<file path="src/rtl/cpu_pkg.sv">
// cpu_pkg: shared types and constants for the instruction register / control FSM.
//   state_e          : control FSM states
//   OPC_* / OP_*     : opcode and op field encodings of the supported instructions
//   VSEL_* / ALU_*   : writeback-source and ALU operation encodings seen by the datapath
//   *_MSB / *_LSB    : instruction field bit positions
package cpu_pkg;

    typedef enum logic [2:0] {
        S_WAIT      = 3'd0,
        S_DECODE    = 3'd1,
        S_WRITE_IMM = 3'd2,
        S_GET_A     = 3'd3,
        S_GET_B     = 3'd4,
        S_ALU       = 3'd5,
        S_WRITE_REG = 3'd6
    } state_e;

    localparam logic [2:0] OPC_MOV = 3'b110;
    localparam logic [2:0] OPC_ALU = 3'b101;

    localparam logic [1:0] OP_MOV_IMM = 2'b10;
    localparam logic [1:0] OP_MOV_REG = 2'b00;
    localparam logic [1:0] OP_ADD     = 2'b00;
    localparam logic [1:0] OP_CMP     = 2'b01;
    localparam logic [1:0] OP_AND     = 2'b10;
    localparam logic [1:0] OP_MVN     = 2'b11;

    localparam logic [1:0] VSEL_C     = 2'b00;
    localparam logic [1:0] VSEL_PC    = 2'b01;
    localparam logic [1:0] VSEL_IMM8  = 2'b10;
    localparam logic [1:0] VSEL_MDATA = 2'b11;

    localparam logic [1:0] ALU_ADD = 2'b00;
    localparam logic [1:0] ALU_SUB = 2'b01;
    localparam logic [1:0] ALU_AND = 2'b10;
    localparam logic [1:0] ALU_NOT = 2'b11;

    localparam int OPC_MSB = 15;
    localparam int OPC_LSB = 13;
    localparam int OP_MSB  = 12;
    localparam int OP_LSB  = 11;
    localparam int RN_MSB  = 10;
    localparam int RN_LSB  = 8;
    localparam int RD_MSB  = 7;
    localparam int RD_LSB  = 5;
    localparam int SH_MSB  = 4;
    localparam int SH_LSB  = 3;
    localparam int RM_MSB  = 2;
    localparam int RM_LSB  = 0;
    localparam int IMM8_MSB = 7;
    localparam int IMM5_MSB = 4;

endpackage

</file>
<file path="src/rtl/instr_dec.sv">
// instr_dec: purely combinational field split of the instruction register.
//   ir               in  16  instruction word
//   opcode, op       out     major / minor opcode
//   rn, rd, rm, sh   out     register selects and shift control
//   sximm8, sximm5   out 16  sign-extended IR[7:0] and IR[4:0]
//   illegal          out     word is not one of the supported instructions
module instr_dec
    import cpu_pkg::*;
(
    input  logic [15:0] ir,
    output logic [2:0]  opcode,
    output logic [1:0]  op,
    output logic [2:0]  rn,
    output logic [2:0]  rd,
    output logic [2:0]  rm,
    output logic [1:0]  sh,
    output logic [15:0] sximm8,
    output logic [15:0] sximm5,
    output logic        illegal
);

    assign opcode = ir[OPC_MSB:OPC_LSB];
    assign op     = ir[OP_MSB:OP_LSB];
    assign rn     = ir[RN_MSB:RN_LSB];
    assign rd     = ir[RD_MSB:RD_LSB];
    assign sh     = ir[SH_MSB:SH_LSB];
    assign rm     = ir[RM_MSB:RM_LSB];

    assign sximm8 = {{8{ir[IMM8_MSB]}}, ir[IMM8_MSB:0]};
    assign sximm5 = {{11{ir[IMM5_MSB]}}, ir[IMM5_MSB:0]};

    // Every op of the ALU opcode is legal; the MOV opcode only has imm and reg forms.
    always_comb begin
        illegal = 1'b1;
        if (opcode == OPC_ALU) begin
            illegal = 1'b0;
        end else if (opcode == OPC_MOV && (op == OP_MOV_IMM || op == OP_MOV_REG)) begin
            illegal = 1'b0;
        end
    end

endmodule

</file>
<file path="src/rtl/cpu_ctrl.sv">
// cpu_ctrl: instruction register plus multi-cycle control FSM for the 16-bit
// register/ALU datapath.
//   clk, reset_n                       clock, async active-low reset
//   in, load                           instruction word and IR capture (WAIT only)
//   s, w                               start request / idle-ready
//   illegal                            pulses in DECODE for an unsupported word
//   readnum, writenum, write, vsel     register-file control
//   loada, loadb, loadc, loads         datapath register enables
//   asel, bsel, shift, ALUop           operand muxes, shifter, ALU operation
//   sximm8, sximm5                     sign-extended immediates
//   state_dbg                          current FSM state
//
// Handshake: w is "ready" and s is "valid". A start is accepted on any rising
// edge where both are high; w then stays low until the instruction completes.
// s is ignored while w is low, and if s is still high when w returns, the
// next instruction starts on the following edge.
module cpu_ctrl
    import cpu_pkg::*;
(
    input  logic        clk,
    input  logic        reset_n,
    input  logic [15:0] in,
    input  logic        load,
    input  logic        s,
    output logic        w,
    output logic        illegal,
    output logic [2:0]  readnum,
    output logic [2:0]  writenum,
    output logic        write,
    output logic [1:0]  vsel,
    output logic        loada,
    output logic        loadb,
    output logic        loadc,
    output logic        loads,
    output logic        asel,
    output logic        bsel,
    output logic [1:0]  shift,
    output logic [1:0]  ALUop,
    output logic [15:0] sximm8,
    output logic [15:0] sximm5,
    output logic [2:0]  state_dbg
);

    state_e      state;
    state_e      state_next;
    logic [15:0] ir;

    logic [2:0] opcode;
    logic [1:0] op;
    logic [2:0] rn, rd, rm;
    logic [1:0] sh;
    logic       dec_illegal;

    instr_dec u_dec (
        .ir      (ir),
        .opcode  (opcode),
        .op      (op),
        .rn      (rn),
        .rd      (rd),
        .rm      (rm),
        .sh      (sh),
        .sximm8  (sximm8),
        .sximm5  (sximm5),
        .illegal (dec_illegal)
    );

    logic is_mov_imm, is_mov_reg, is_mvn, is_cmp;
    assign is_mov_imm = (opcode == OPC_MOV) && (op == OP_MOV_IMM);
    assign is_mov_reg = (opcode == OPC_MOV) && (op == OP_MOV_REG);
    assign is_mvn     = (opcode == OPC_ALU) && (op == OP_MVN);
    assign is_cmp     = (opcode == OPC_ALU) && (op == OP_CMP);

    // IR only captures in WAIT so the word is frozen while it executes. A load
    // on the same edge that accepts s is therefore the word DECODE sees.
    always_ff @(posedge clk or negedge reset_n) begin
        if (!reset_n) begin
            ir <= '0;
        end else if (state == S_WAIT && load) begin
            ir <= in;
        end
    end

    always_ff @(posedge clk or negedge reset_n) begin
        if (!reset_n) begin
            state <= S_WAIT;
        end else begin
            state <= state_next;
        end
    end

    assign state_dbg = state;
    assign shift     = sh;

    always_comb begin
        state_next = state;
        w          = 1'b0;
        illegal    = 1'b0;
        readnum    = 3'd0;
        writenum   = 3'd0;
        write      = 1'b0;
        vsel       = VSEL_C;
        loada      = 1'b0;
        loadb      = 1'b0;
        loadc      = 1'b0;
        loads      = 1'b0;
        asel       = 1'b0;
        bsel       = 1'b0;
        ALUop      = ALU_ADD;
        case (state)
            S_WAIT: begin
                w = 1'b1;
                if (s) state_next = S_DECODE;
            end
            S_DECODE: begin
                if (dec_illegal) begin
                    illegal    = 1'b1;
                    state_next = S_WAIT;
                end else if (is_mov_imm) begin
                    state_next = S_WRITE_IMM;
                end else if (is_mov_reg || is_mvn) begin
                    // Single-operand forms never need the A operand.
                    state_next = S_GET_B;
                end else begin
                    state_next = S_GET_A;
                end
            end
            S_GET_A: begin
                readnum    = rn;
                loada      = 1'b1;
                state_next = S_GET_B;
            end
            S_GET_B: begin
                readnum    = rm;
                loadb      = 1'b1;
                state_next = S_ALU;
            end
            S_ALU: begin
                loadc = 1'b1;
                // asel zeroes the A operand so MOV reg computes 0 + B.
                asel  = is_mov_reg || is_mvn;
                ALUop = is_mov_reg ? ALU_ADD : op;
                loads = is_cmp;
                state_next = is_cmp ? S_WAIT : S_WRITE_REG;
            end
            S_WRITE_REG: begin
                writenum   = rd;
                vsel       = VSEL_C;
                write      = 1'b1;
                state_next = S_WAIT;
            end
            S_WRITE_IMM: begin
                writenum   = rn;
                vsel       = VSEL_IMM8;
                write      = 1'b1;
                state_next = S_WAIT;
            end
            default: state_next = S_WAIT;
        endcase
    end

endmodule
</file>
<file path="config.mk">
export PLATFORM = sky130hd
export DESIGN_NAME = cpu_ctrl
export DESIGN_NICKNAME = d
export VERILOG_FILES = /design/src/rtl/cpu_pkg.sv /design/src/rtl/instr_dec.sv /design/src/rtl/cpu_ctrl.sv
export SDC_FILE = /design/constraint.sdc
export NUM_CORES = 1
export LEC_CHECK = 0
export CORE_MARGIN = 10
export CORE_UTILIZATION = 30
export DETAILED_ROUTE_END_ITERATION = 10
export GPL_TIMING_DRIVEN = 0
export PLACE_DENSITY_LB_ADDON = 0.15
export SLEW_MARGIN = 20
export SYNTH_ARGS = -nofsm -noshare
export SYNTH_HDL_FRONTEND = slang
export SYNTH_SLANG_ARGS = --single-unit
</file>
<file path="constraint.sdc">
create_clock -name clk -period 1.3 [get_ports clk]
set_input_delay 0.13 -clock clk [delete_from_list [all_inputs] [get_ports clk]]
set_output_delay 0.13 -clock clk [all_outputs]
set_load 0.005 [all_outputs]
</file>
# Yosys cells after proc, flatten, opt, wreduce, memory -nomap -nowiden
# Index checks and enable logic that the tools add are counted.
[totals]
in_bits = 20
ff_bits = 19
word_cells = 47
out_inout_bits = 56
[classes]
eq_ne = 12
mux = 22
n_reduce_logical = 11
[ops]
columns = ["cell", "n"]
rows = [
  ["3-bit == test (second input constant)", 5],
  ["3-bit two-way mux", 5],
  ["3-bit one-hot mux with 5 select lines", 1],
  ["3-bit one-hot mux with 2 select lines", 2],
  ["1-bit two-way mux", 11],
  ["3-bit by 2-bit == test with 1-bit output (second input constant)", 2],
  ["1-bit logical AND", 6],
  ["2-bit two-way mux", 3],
  ["2-bit == test (second input constant)", 2],
  ["3-bit by 1-bit == test with 1-bit output (second input constant)", 1],
  ["3-bit logical NOT", 1],
  ["2-bit by 1-bit == test with 1-bit output (second input constant)", 1],
  ["2-bit logical NOT", 1],
  ["1-bit logical OR", 2],
  ["2-bit != test (second input constant)", 1],
  ["2-bit OR reduction", 1],
]

# Longest topological paths before layout
# Gate-level depths: netlist of the first run.
[logic_depth]
ltp_word = 7
ltp_mapped = 5
ltp_nobuf = 3

# By module
# A second synthesis of the first run with hierarchy kept.
[unflattened]
hier_cells = 138
area_unflattened_um2 = 1430.1
[modules_own_cells]
columns = ["module", "seq_area_each_um2", "cells_each", "n_inst", "area_per_inst_um2"]
rows = [
  ["cpu_ctrl", 475.5, 87, 1, 1046.0],
  ["instr_dec", 0.0, 51, 1, 384.1],
]

# Least setup slack after synthesis of the first run
# OpenSTA, ideal clock, no wires.
[synth_path]
path_type = "register to register"
startpoint = "reg state[0], in the netlist state_dbg[0]"
endpoint = "reg ir[10]"
arrival_ns = 1.364
period_less_slack_ns = 1.490
setup_ns = 0.125
n_path_buf = 2
required_time_ns = 1.175
setup_slack_ns = -0.190
path_stages_with_launch = 6
cell_sequence = "dfrtp_1 -> nor3_2 -> and2_4 -> buf_6 -> buf_8 -> mux2_4"
[synth_via]
elab_chain_cells = 2
[synth_lines]
columns = ["item", "line", "rtl"]
rows = [
  ["start: declaration", "cpu_ctrl.sv:44", "state_e state;"],
  ["start signal: assignment", "cpu_ctrl.sv:87", "state <= state_next;"],
  ["3-bit logical NOT", "cpu_ctrl.sv:78", "end else if (state == S_WAIT && load) begin"],
  ["1-bit logical AND", "cpu_ctrl.sv:78", ""],
  ["end signal: assignment", "cpu_ctrl.sv:79", "ir <= in;"],
  ["end: declaration", "cpu_ctrl.sv:46", "logic [15:0] ir;"],
]
# No other way between the ends.
# A chain may end at the register's enable or synchronous reset.

# Final worst setup path of the first run
[layout_path]
startpoint = "reg state[0], in the netlist state_dbg[0]"
endpoint = "out readnum[0]"
[layout_via]
elab_chain_cells = 2
word_cells_on_any_way = 3
cone_classes = "2 x eq/ne; 1 x mux"
[layout_lines]
columns = ["item", "line", "rtl"]
rows = [
  ["3-bit == test or 3-bit by 2-bit == test with 1-bit output (tied branches)", "cpu_ctrl.sv:109", "case (state)"],
  ["3-bit one-hot mux with 2 select lines (*)", "cpu_ctrl.sv:109", ""],
  ["end: declaration", "cpu_ctrl.sv:27", "output logic [2:0] readnum,"],
]
# Every way passes the cells marked *; elsewhere a longest branch is shown, timed or not.

==> results of run 1 <==
-- critical path, cell delays in order (launching register included) --
cell and delay [ps]:
dfrtp_2 470, buf_6 140, and2b_1 160, and2_4 140, a22o_1 180, buf_2 130
-- state kept, by name, summed over array words and instances (netlist names) --
register   count
ir            16
state_dbg      3
-- worst max-delay path by stage --
stage | start | endpoint | slack (ps)
5_1_grt | state_dbg[0]$_DFFE_PN0P_ | readnum[2] | -380
3_5_place_dp | state_dbg[1]$_DFFE_PN0P_ | readnum[0] | -750
6_report | state_dbg[0]$_DFFE_PN0P_ | readnum[0] | -310
4_1_cts | state_dbg[0]$_DFFE_PN0P_ | readnum[0] | -300
2_1_floorplan | state_dbg[0]$_DFFE_PN0P_ | ir[10]$_DFFE_PN0P_ | -180
3_3_place_gp | state_dbg[1]$_DFFE_PN0P_ | readnum[0] | -720
-- through the flow --
stage | hold slack [ps] | cells | cell area, um^2
after CTS | 417 | 302 | 2640
after detailed placement | 493 | 247 | 2140
after floorplan | -166 | 122 | 1350
after global routing | 450 | 302 | 2790
final | 365 | 302 | 2790
after global placement | 493 | 247 | 2140
-- metal layers --
layer	global-route usage, %	wire length, um	up-vias
li1	-	-	643
met1	12.8	1750	606
met2	23.5	2750	36
met3	3.38	275	5
met4	4.12	64	0
met5	0	0	-
-- repair_timing --
item                                    CTS  global route
cloned                                    1             0
hold buffers                              0             0
pin swaps                                15             7
buffers inserted                         51             8
resized for setup                       194            57
endpoints found under the setup margin   72            59
-- logic make-up (layout without fill, tap and decap cells) --
logic type	count (synthesis)	in the layout	share of synthesized area [%]
buffers and inverters	42	170	23.9
other	1	2	0.281
AO/OA/AOI/OAI	13	13	7.70
multiplexers	19	19	19.0
AND/OR/NAND/NOR	27	27	13.4
flip-flops	19	19	35.7
-- cell usage in the layout (no fill, tap or decap), types with 3 or more instances in the layout --
| cell | count |
|---|---|
| buf_6 | 54 |
| dfrtp_2 | 7 |
| mux2_4 | 16 |
| dlygate4sd2_1 | 10 |
| clkdlybuf4s15_1 | 6 |
| buf_4 | 58 |
| clkbuf_8 | 3 |
| buf_2 | 11 |
| and2_4 | 5 |
| nor2_1 | 4 |
| dfrtp_1 | 12 |
| nor3b_4 | 3 |
| clkdlybuf4s50_1 | 19 |
| buf_8 | 3 |
-- power by group through the flow --
stage	logic [mW]	registers (mW)	clock network [mW]
CTS	5.43	1.19	0.436
global route	6.31	1.26	0.479
global placement	3.88	1.35	0
detailed placement	3.93	1.37	0
finish	5.93	1.21	0.432
floorplan	2.14	1.25	0
-- layout make-up --
cell class	instances	area share [%]
Buffer	38	12.4
Clock buffer	4	1.61
Inverter	2	0.448
Multi-Input combinational cell	61	23.8
Sequential cell	19	17.4
Tap cell	52	2.33
Timing Repair Buffer	126	42.1
==> summary.md, run 1 <==
| Metric | Value |
|---|---|
| RD Place Congestion | slightly below 0.9 |
| Primary FF master, synth | dfrtp_1 |
| Worst-path clk slew | 80 ps |
| Core area | 4320 um^2 |
| Clk sinks | 19 |
| Area of the multi-input gates | between 600 and 700 um^2 |
| Crit path DAT | 1480 ps |
| Setup WS pre-CTS | -750 ps |
| Final setup margin | -311 ps |
| Area growth, synth to finish | 109% |
| Via count | between 1000 and 1500 |
| Num CTS Buffers | 3 |
| CTS Buffer Depth | 2 |
| Drt wl/cell | roughly 16 um |
| Hpwl dp | between 3000 and 4000 um |
| DRT Wirelength | between 4000 and 5000 um |
| Hold crit path type | input pin to asynchronous set/reset pin |
| Mapped Cells | approximately 120 |
| Root Buffer | clkbuf_8 |
| Post-synth EDFFs | 0 |
| NetSw | around 2.5 mW |
| Worst r2r dst | ir[0]$_DFFE_PN0P_ |
| Fin. max-slew vios | 0 |
| Vias per cell | between 4 and 5 |
| Setup_tns | -7260 ps |
| Initial core utilization | between 30 and 40% |
| Gate power share | between 70% and 80% |
| Reg2reg path depth | 5 |
| Clock Latency Late Sink | around 260 ps |
| FF+latch count, synth | 19 |
| LEAKAGE | about 1.4 nW |
| Area share of the largest cell type after synthesis | 35.7% |
| Die area | about 7500 um^2 |
| Synth cell types | 31 |
| Ports | 76 |
| Pwr Total | 7.58 mW |
| Least-Margin Pin Slew | between 800 and 900 ps |
| Share of layout cells above drive strength 1 | between 70% and 80% |
| Pre-antenna DRT Iters | 4 |
| Startpoint types | flop |
| CTS tree | built |
| Crit Path Class | flop to output pin |
| Max Clk Rate | 0.621 GHz |
| Status | finished, violations left |
| Global-route usage over all layers | about 12% |
| Post-synth ARST share | 100% |
| Avg Cell Area, Syn | between 10 and 15 um^2 |
| Worst vdd ir | between 900 and 1000 uV |
| Max-Cap Viols | 0 |
| RSZ-0062 raised after global routing | yes |
| Most common cell in the netlist | buf_4 |
| Clock Skews | 4.65 ps |
| Hold Vio Cnt, Final | 0 |
| Synth area leader | dfrtp_1 |
| PD cells | about 2700 nW/um^2 |
| Largest net degree at the start of global routing | 20 |
| Clock network power share | under 10% |
| Worst R2R Start | state_dbg[2]$_DFFE_PN0P_ |
| Worst Setup End Kind | output pin |
| Port Buf Inserts | 73 |
| # setup viols final | 33 |
| Die Ht | 86.6 um |
| Register area | ~480 um^2 |
| First-pass GRT wire length | 7520 um |
| Initial DRC count | 40 |
| Failing checks | negative setup slack |
| Vias in the first global route | roughly 1400 |
| Max transition margin | just over 40% |
| Synth area leaders | dfrtp_1 36%, buf_4 21%, mux2_4 12% |
| Register area share after synthesis | 35.7% |
| Post-Syn Area | around 1300 um^2 |
| Sequential share of power | between 15 and 20% |
| Die width | about 87 um |
| Reg2reg setup slack | -290 ps |
| Final period util | 124% |
| Synthesis Warnings | 0 |
| Fillers | between 300 and 400 |
| Worst EP required | between 1000 and 1500 ps |
| CP Max Fanout | 4 |
| # diodes | 0 |
| H-tree depth | 1 |
| GRT overflow | 0 |
| Final antenna-violating net count | 0 |
| Post-layout nets | 271 |
| Internal | slightly above 5 mW |
| Final min period | approximately 1600 ps |
| Initial antenna violation count | 0 |
| Final routed DRC violation total | 0 |
| Post-Route Utilization | 64.5% |
| Commonest cells in the netlist | 38 x buf_4, 19 x dfrtp_1, 11 x mux2_4 |
| Sw Ratio | about a third |
| Cell row count | 24 |
Note: power is estimated with default switching activity, not from simulation.
==> run 2: changes to the inputs <==
GPL_ROUTABILITY_DRIVEN = 0   (was default)
==> results of run 2 <==
Same layout as run 1: the final DEF is identical, and so are final timing and power.
==> run 3: changes to the inputs <==
CTS_CLUSTER_DIAMETER = 150   (was default)
==> results of run 3 <==
Same layout as run 1: the final DEF is identical, and so are final timing and power.
